<file path="src/rtl/nibble_serial_add_ctrl.sv">
// Nibble-serial adder with sequential binary-to-BCD conversion and 7-segment drive.
// Optional macro LEADING_ZERO_BLANK_EN blanks leading zero digits (digit 0 always shown).
module nibble_serial_add_ctrl #(
  parameter int NIBBLES = 2,
  parameter int DIGITS  = 3
) (
  input  logic                   clk,
  input  logic                   reset,
  input  logic                   start,
  input  logic [4*NIBBLES-1:0]   a,
  input  logic [4*NIBBLES-1:0]   b,
  input  logic                   cin,
  output logic                   busy,
  output logic                   done,
  output logic [4*NIBBLES:0]     sum,
  output logic [4*DIGITS-1:0]    bcd,
  output logic [7*DIGITS-1:0]    seg
);
  localparam int W  = 4*NIBBLES;
  localparam int CW = $clog2(W+2);
  localparam longint unsigned DEC_RANGE = 64'd10 ** DIGITS;
  localparam longint unsigned BIN_RANGE = 64'd1 << (W+1);

  generate
    if (DEC_RANGE <= BIN_RANGE) begin : g_bad_digits
      $error("DIGITS too small for 4*NIBBLES+1 bit sum");
    end
  endgenerate

  localparam logic [1:0] S_IDLE = 2'd0;
  localparam logic [1:0] S_ADD  = 2'd1;
  localparam logic [1:0] S_CONV = 2'd2;
  localparam logic [1:0] S_DONE = 2'd3;

  function automatic logic [6:0] seg7(input logic [3:0] d);
    case (d)
      4'd0: seg7 = 7'b1000000;
      4'd1: seg7 = 7'b1111001;
      4'd2: seg7 = 7'b0100100;
      4'd3: seg7 = 7'b0110000;
      4'd4: seg7 = 7'b0011001;
      4'd5: seg7 = 7'b0010010;
      4'd6: seg7 = 7'b0000010;
      4'd7: seg7 = 7'b1111000;
      4'd8: seg7 = 7'b0000000;
      4'd9: seg7 = 7'b0011000;
      default: seg7 = 7'b1111111;
    endcase
  endfunction

  function automatic logic [7*DIGITS-1:0] seg_all(input logic [4*DIGITS-1:0] v);
    logic [7*DIGITS-1:0] r;
`ifdef LEADING_ZERO_BLANK_EN
    logic lead;
    lead = 1'b1;
`endif
    r = '0;
    for (int i = DIGITS-1; i >= 0; i--) begin
      r[7*i +: 7] = seg7(v[4*i +: 4]);
`ifdef LEADING_ZERO_BLANK_EN
      if (v[4*i +: 4] != 4'd0) lead = 1'b0;
      if (lead && i > 0) r[7*i +: 7] = 7'b1111111;
`endif
    end
    return r;
  endfunction

  logic [1:0]          state_q, state_d;
  logic [CW-1:0]       cnt_q, cnt_d;
  logic                carry_q, carry_d;
  logic [W-1:0]        a_q, a_d, b_q, b_d;
  logic [W:0]          wsum_q, wsum_d;
  logic [4*DIGITS-1:0] work_q, work_d;
  logic                busy_q, busy_d, done_q, done_d;
  logic [W:0]          sum_q, sum_d;
  logic [4*DIGITS-1:0] bcd_q, bcd_d;
  logic [7*DIGITS-1:0] seg_q, seg_d;

  logic [W-1:0]        a_sh, b_sh;
  logic [3:0]          g, p, s;
  logic [4:0]          c;
  logic [4*DIGITS-1:0] adj;

  always_comb begin
    state_d = state_q;
    cnt_d   = cnt_q;
    carry_d = carry_q;
    a_d     = a_q;
    b_d     = b_q;
    wsum_d  = wsum_q;
    work_d  = work_q;
    sum_d   = sum_q;
    bcd_d   = bcd_q;
    seg_d   = seg_q;

    a_sh = a_q >> {cnt_q, 2'b00};
    b_sh = b_q >> {cnt_q, 2'b00};
    g    = a_sh[3:0] & b_sh[3:0];
    p    = a_sh[3:0] ^ b_sh[3:0];
    c[0] = carry_q;
    for (int j = 0; j < 4; j++) begin
      c[j+1] = g[j] | (p[j] & c[j]);
      s[j]   = p[j] ^ c[j];
    end

    for (int i = 0; i < DIGITS; i++)
      adj[4*i +: 4] = (work_q[4*i +: 4] >= 4'd5) ? work_q[4*i +: 4] + 4'd3 : work_q[4*i +: 4];

    case (state_q)
      S_IDLE: if (start) begin
        a_d     = a;
        b_d     = b;
        carry_d = cin;
        cnt_d   = '0;
        wsum_d  = '0;
        state_d = S_ADD;
      end
      S_ADD: begin
        wsum_d  = wsum_q | ({{(W-3){1'b0}}, s} << {cnt_q, 2'b00});
        carry_d = c[4];
        cnt_d   = cnt_q + 1'b1;
        if (cnt_q == CW'(NIBBLES-1)) begin
          wsum_d[W] = c[4];
          cnt_d     = '0;
          work_d    = '0;
          state_d   = S_CONV;
        end
      end
      S_CONV: begin
        // Rotating (not shifting) the sum leaves it intact after W+1 steps.
        work_d = {adj[4*DIGITS-2:0], wsum_q[W]};
        wsum_d = {wsum_q[W-1:0], wsum_q[W]};
        cnt_d  = cnt_q + 1'b1;
        if (cnt_q == CW'(W)) begin
          sum_d   = wsum_d;
          bcd_d   = work_d;
          seg_d   = seg_all(work_d);
          state_d = S_DONE;
        end
      end
      default: state_d = S_IDLE;
    endcase

    busy_d = (state_d != S_IDLE);
    done_d = (state_d == S_DONE);
  end

  always_ff @(posedge clk) begin
    if (reset) begin
      state_q <= S_IDLE;
      cnt_q   <= '0;
      carry_q <= 1'b0;
      a_q     <= '0;
      b_q     <= '0;
      wsum_q  <= '0;
      work_q  <= '0;
      busy_q  <= 1'b0;
      done_q  <= 1'b0;
      sum_q   <= '0;
      bcd_q   <= '0;
      seg_q   <= seg_all('0);
    end else begin
      state_q <= state_d;
      cnt_q   <= cnt_d;
      carry_q <= carry_d;
      a_q     <= a_d;
      b_q     <= b_d;
      wsum_q  <= wsum_d;
      work_q  <= work_d;
      busy_q  <= busy_d;
      done_q  <= done_d;
      sum_q   <= sum_d;
      bcd_q   <= bcd_d;
      seg_q   <= seg_d;
    end
  end

  assign busy = busy_q;
  assign done = done_q;
  assign sum  = sum_q;
  assign bcd  = bcd_q;
  assign seg  = seg_q;
endmodule

</file>
<file path="config.mk">
export PLATFORM = sky130hd
export DESIGN_NAME = nibble_serial_add_ctrl
export DESIGN_NICKNAME = d
export VERILOG_FILES = /design/src/rtl/nibble_serial_add_ctrl.sv
export SDC_FILE = /design/constraint.sdc
export NUM_CORES = 1
export LEC_CHECK = 0
export ABC_AREA = 1
export BUFFER_PORTS_ARGS = -buffer_cell sky130_fd_sc_hd__buf_2
export CORE_ASPECT_RATIO = 1.5
export CORE_MARGIN = 10
export CORE_UTILIZATION = 45
export DETAILED_ROUTE_END_ITERATION = 12
export PLACE_DENSITY = 0.68
export SYNTH_ARGS = -nofsm -noshare
export SYNTH_HDL_FRONTEND = slang
export SYNTH_SLANG_ARGS = --single-unit
</file>
<file path="constraint.sdc">
create_clock -name clk -period 3.1 [get_ports clk]
set_input_delay 0 -clock clk [delete_from_list [all_inputs] [get_ports clk]]
set_output_delay 0 -clock clk [all_outputs]
set_load 0.005 [all_outputs]
</file>
==> out/qor.log <==
INFO  timing         fmaxAchievable=338MHz
INFO  timing         hold_violation_total_from_the_final_report=0
INFO  layout         most-common-layout-cells=nand2_1 (173), dfxtp_1 (86), inv_1 (76)
INFO  synthesis      synth.cell_area=0.00457mm²
INFO  status         outcome=finished clean
INFO  routing        via_count=4348
INFO  worst_setup_path worst_setup_path_category=flop to flop
INFO  timing         finalHoldWorstSlack=0.00129ns
INFO  grt            globalRouteTotalUtil=16.3%
INFO  grt            antenna_found_initial=0
INFO  die            number_of_placement_rows=45
INFO  clocking       clock_tree_from_tritoncts=done
INFO  grt            grt_start_max_net_pins=32
INFO  worst_setup_path timing.critical_path.slowest_cell_delay=0.40ns
INFO  clocking       numClockSinks=87
INFO  layout         final_common_cell=nand2_1
INFO  timing         timing_worst_slew_pin_value=0.675ns
INFO  grt            overflow_left_after_global_routing=0
INFO  layout         post_layout_nets=784
INFO  clocking       clock_tree.htree_level_count=3
INFO  synthesis      syn_avg_cell_area=6.97µm²
INFO  routing        drcViolationCount=0
INFO  worst_setup_path reg2reg_slack=0.14ns
INFO  worst_setup_path cp_num_buf_inv=2
INFO  min_path       timing.hold.worst.start=b[0]
INFO  timing         timing.setup.tns=0ns
INFO  worst_setup_path worstPathCellList=nor2_4 -> inv_1 -> nor2_2 -> nand2_1 -> fa_2 -> fa_1 -> fa_1 -> inv_1 -> fa_1 -> nand2_1 -> nor2_1 -> o21ai_0 -> o21ai_0 -> nand2_1 -> a21oi_1
INFO  worst_setup_path r2r.worst_path.cells=15
INFO  timing         max_slew_margin=54.8%
INFO  worst_setup_path startpoint_type=flop
INFO  layout         syn2layout_area_growth=19.2%
INFO  routing        wl_per_cell=13.3µm
INFO  clocking       cts-root-buf=clkbuf_16
INFO  synthesis      synth.yosys.seq_area_share=38.1%
INFO  layout         insertedDiodeCount=0
INFO  synthesis      synthCells=656
INFO  worst_setup_path cp.arrival=3.15ns
INFO  run            maxCapViolCount=0
INFO  power_and_ir_drop leakagePower=0.00265µW
INFO  worst_setup_path timing.critical_path.max_delay_family=adder cells
INFO  placement      postPlaceCellArea=0.00498mm²
INFO  routing        detail_route.iter0.violations=185
INFO  timing         layout_min_cycle_time=2.96ns
INFO  synthesis      syn-num-nets=708
INFO  synthesis      synth_cell_type_count=29
INFO  timing         fin_skew=0.00508ns
INFO  timing         setup_viol_count_final=0
INFO  die            die_width=102µm
INFO  die            start_util=45.6%
INFO  timing         fin_crit_share=95.4%
INFO  worst_setup_path required=3.29ns
INFO  die            io_pins=64
INFO  power_and_ir_drop powerDensity=463mW/mm²
INFO  clocking       worstSkewPairLatency=0.34ns
INFO  worst_setup_path cp-end-kind=flop
INFO  min_path       holdCritPathClass=input port to flop
INFO  layout         drive_above_1_share=15.1%
INFO  power_and_ir_drop irDropWorstVdd=365µV
INFO  clocking       cts_buffers=9
INFO  min_path       destination_of_the_worst_hold_path=b_q[0]$_SDFFE_PP0P_
INFO  clocking       ctsLongestPathBuffers=2
INFO  worst_setup_path critical_path.max_fanout=3
INFO  synthesis      yosys_warnings=0
INFO  layout         postLayoutCellArea=0.00545mm²
INFO  timing         final_max_slew_viol_count=0
INFO  routing        drt-total-wl=11.3mm
INFO  placement      gpl.final_weighted_congestion=0.902
INFO  worst_setup_path startpoint=cnt_q[1]$_SDFFE_PP0P_
INFO  worst_setup_path critical_path.slowest_cell=fa_1
INFO  grt            grt_pass1_wl=19.4mm
INFO  die            die_h=143µm
INFO  die            full_die_area=0.0147mm²
INFO  layout         postLayoutCoreUtil=54.4%
INFO  synthesis      ys_seq_elements=87
INFO  placement      place_hpwl=8.40mm
INFO  routing        dr_vias_cell=5.09
INFO  power_and_ir_drop design_power_total=2520µW
INFO  clocking       clkTransAtPathRegs=0.06ns
INFO  grt            grt_pass1_vias=4286
INFO  worst_setup_path r2r-start=cnt_q[1]$_SDFFE_PP0P_
INFO  placement      io_buffer_count=63
INFO  routing        drt.antenna.violating_nets=0
INFO  die            core-area=0.0100mm²
INFO  routing        drt_first_pass_iters=4
INFO  min_path       worst_hold_path.num_cells=3
INFO  worst_setup_path r2r-end=wsum_q[7]$_SDFFE_PP0P_
[synth_stat cells (all sizes together)]
cell	number	area share, %
nand3b	3	0.49
xor2	1	0.19
dfxtp	87	38
a31oi	3	0.41
nand3	42	5.0
clkinv	1	0.082
or2	2	0.27
nor2	69	5.8
a21oi	48	5.3
clkbuf	12	0.98
nand4	11	1.6
buf	13	1.9
nand2	174	14
nor3	2	0.22
o211ai	12	2.0
o21ai	65	7.4
inv	79	6.5
ha	28	7.7
fa	4	1.8
[registers in the layout, summed over array words and instances (netlist names)]
register  cells
state_q       2
carry_q       1
a_q           8
sum           9
seg          21
busy          1
wsum_q        9
work_q       12
b_q           8
cnt_q         4
bcd          11
done          1
[how the worst max path moves through the flow]
stage                                         to  slack, ns  cells after the start
after floorplan           wsum_q[7]$_SDFFE_PP0P_       0.05                     15
after global placement    wsum_q[7]$_SDFFE_PP0P_       0.12                     15
after CTS                 wsum_q[7]$_SDFFE_PP0P_       0.05                     15
after detailed placement  wsum_q[7]$_SDFFE_PP0P_       0.07                     15
final                     wsum_q[7]$_SDFFE_PP0P_       0.14                     15
after global routing      wsum_q[7]$_SDFFE_PP0P_    -0.0008                     15
[what timing repair did]
action	in CTS	in global routing
hold buffers	16	0
resized for setup	0	4
buffers inserted	0	1
endpoints found under the setup margin	0	4
hold endpoints to repair	16	0
[cell type report]
class	instances	area, µm²
Timing Repair Buffer	90	558
Sequential cell	87	1740
Fill cell	986	4570
Multi-Input combinational cell	464	2410
Clock buffer	12	267
Tap cell	117	146
Inverter	80	300
Clock inverter	4	27.5
[per-stage QoR]
step | worst slack, ns | cells
2_1_floorplan | 0.0471 | 656
3_5_place_dp | 0.0719 | 821
4_1_cts | 0.0513 | 853
3_3_place_gp | 0.120 | 821
5_1_grt | -0.000767 | 854
6_report | 0.141 | 854
[power by group]
group          switching [µW]  internal (µW)  total, µW
combinational             189            109        298
clock                     443            610       1050
sequential               20.1           1150       1170
[cells by family after synthesis]
group | Yosys count | share of synthesized area (%)
and+or+nand+nor | 303 | 27.8
adders and majority gates | 32 | 9.41
AOI/OAI and AO/OA | 128 | 15.1
xor gates and xnor gates | 1 | 0.192
buffers and inverters | 105 | 9.47
DFF | 87 | 38.1
[metal layers]
metal	share of wire [%]	global-route usage, %	up-vias	wire, µm
li1	-	-	2262	-
met1	41	16.7	1998	4610
met2	55	30.3	75	6230
met3	3.3	3.70	13	378
met4	1.2	7.00	0	131
met5	0	0	-	0
[worst register-to-register path: cells and delay by family (launching register included)]
family	cells	cell delay [ns]
fa+ha+maj	4	1.51
flops	1	0.34
compound gates	3	0.27
buf+inv	2	0.13
simple gates	6	0.55
Note: power is estimated with default switching activity, not from simulation.
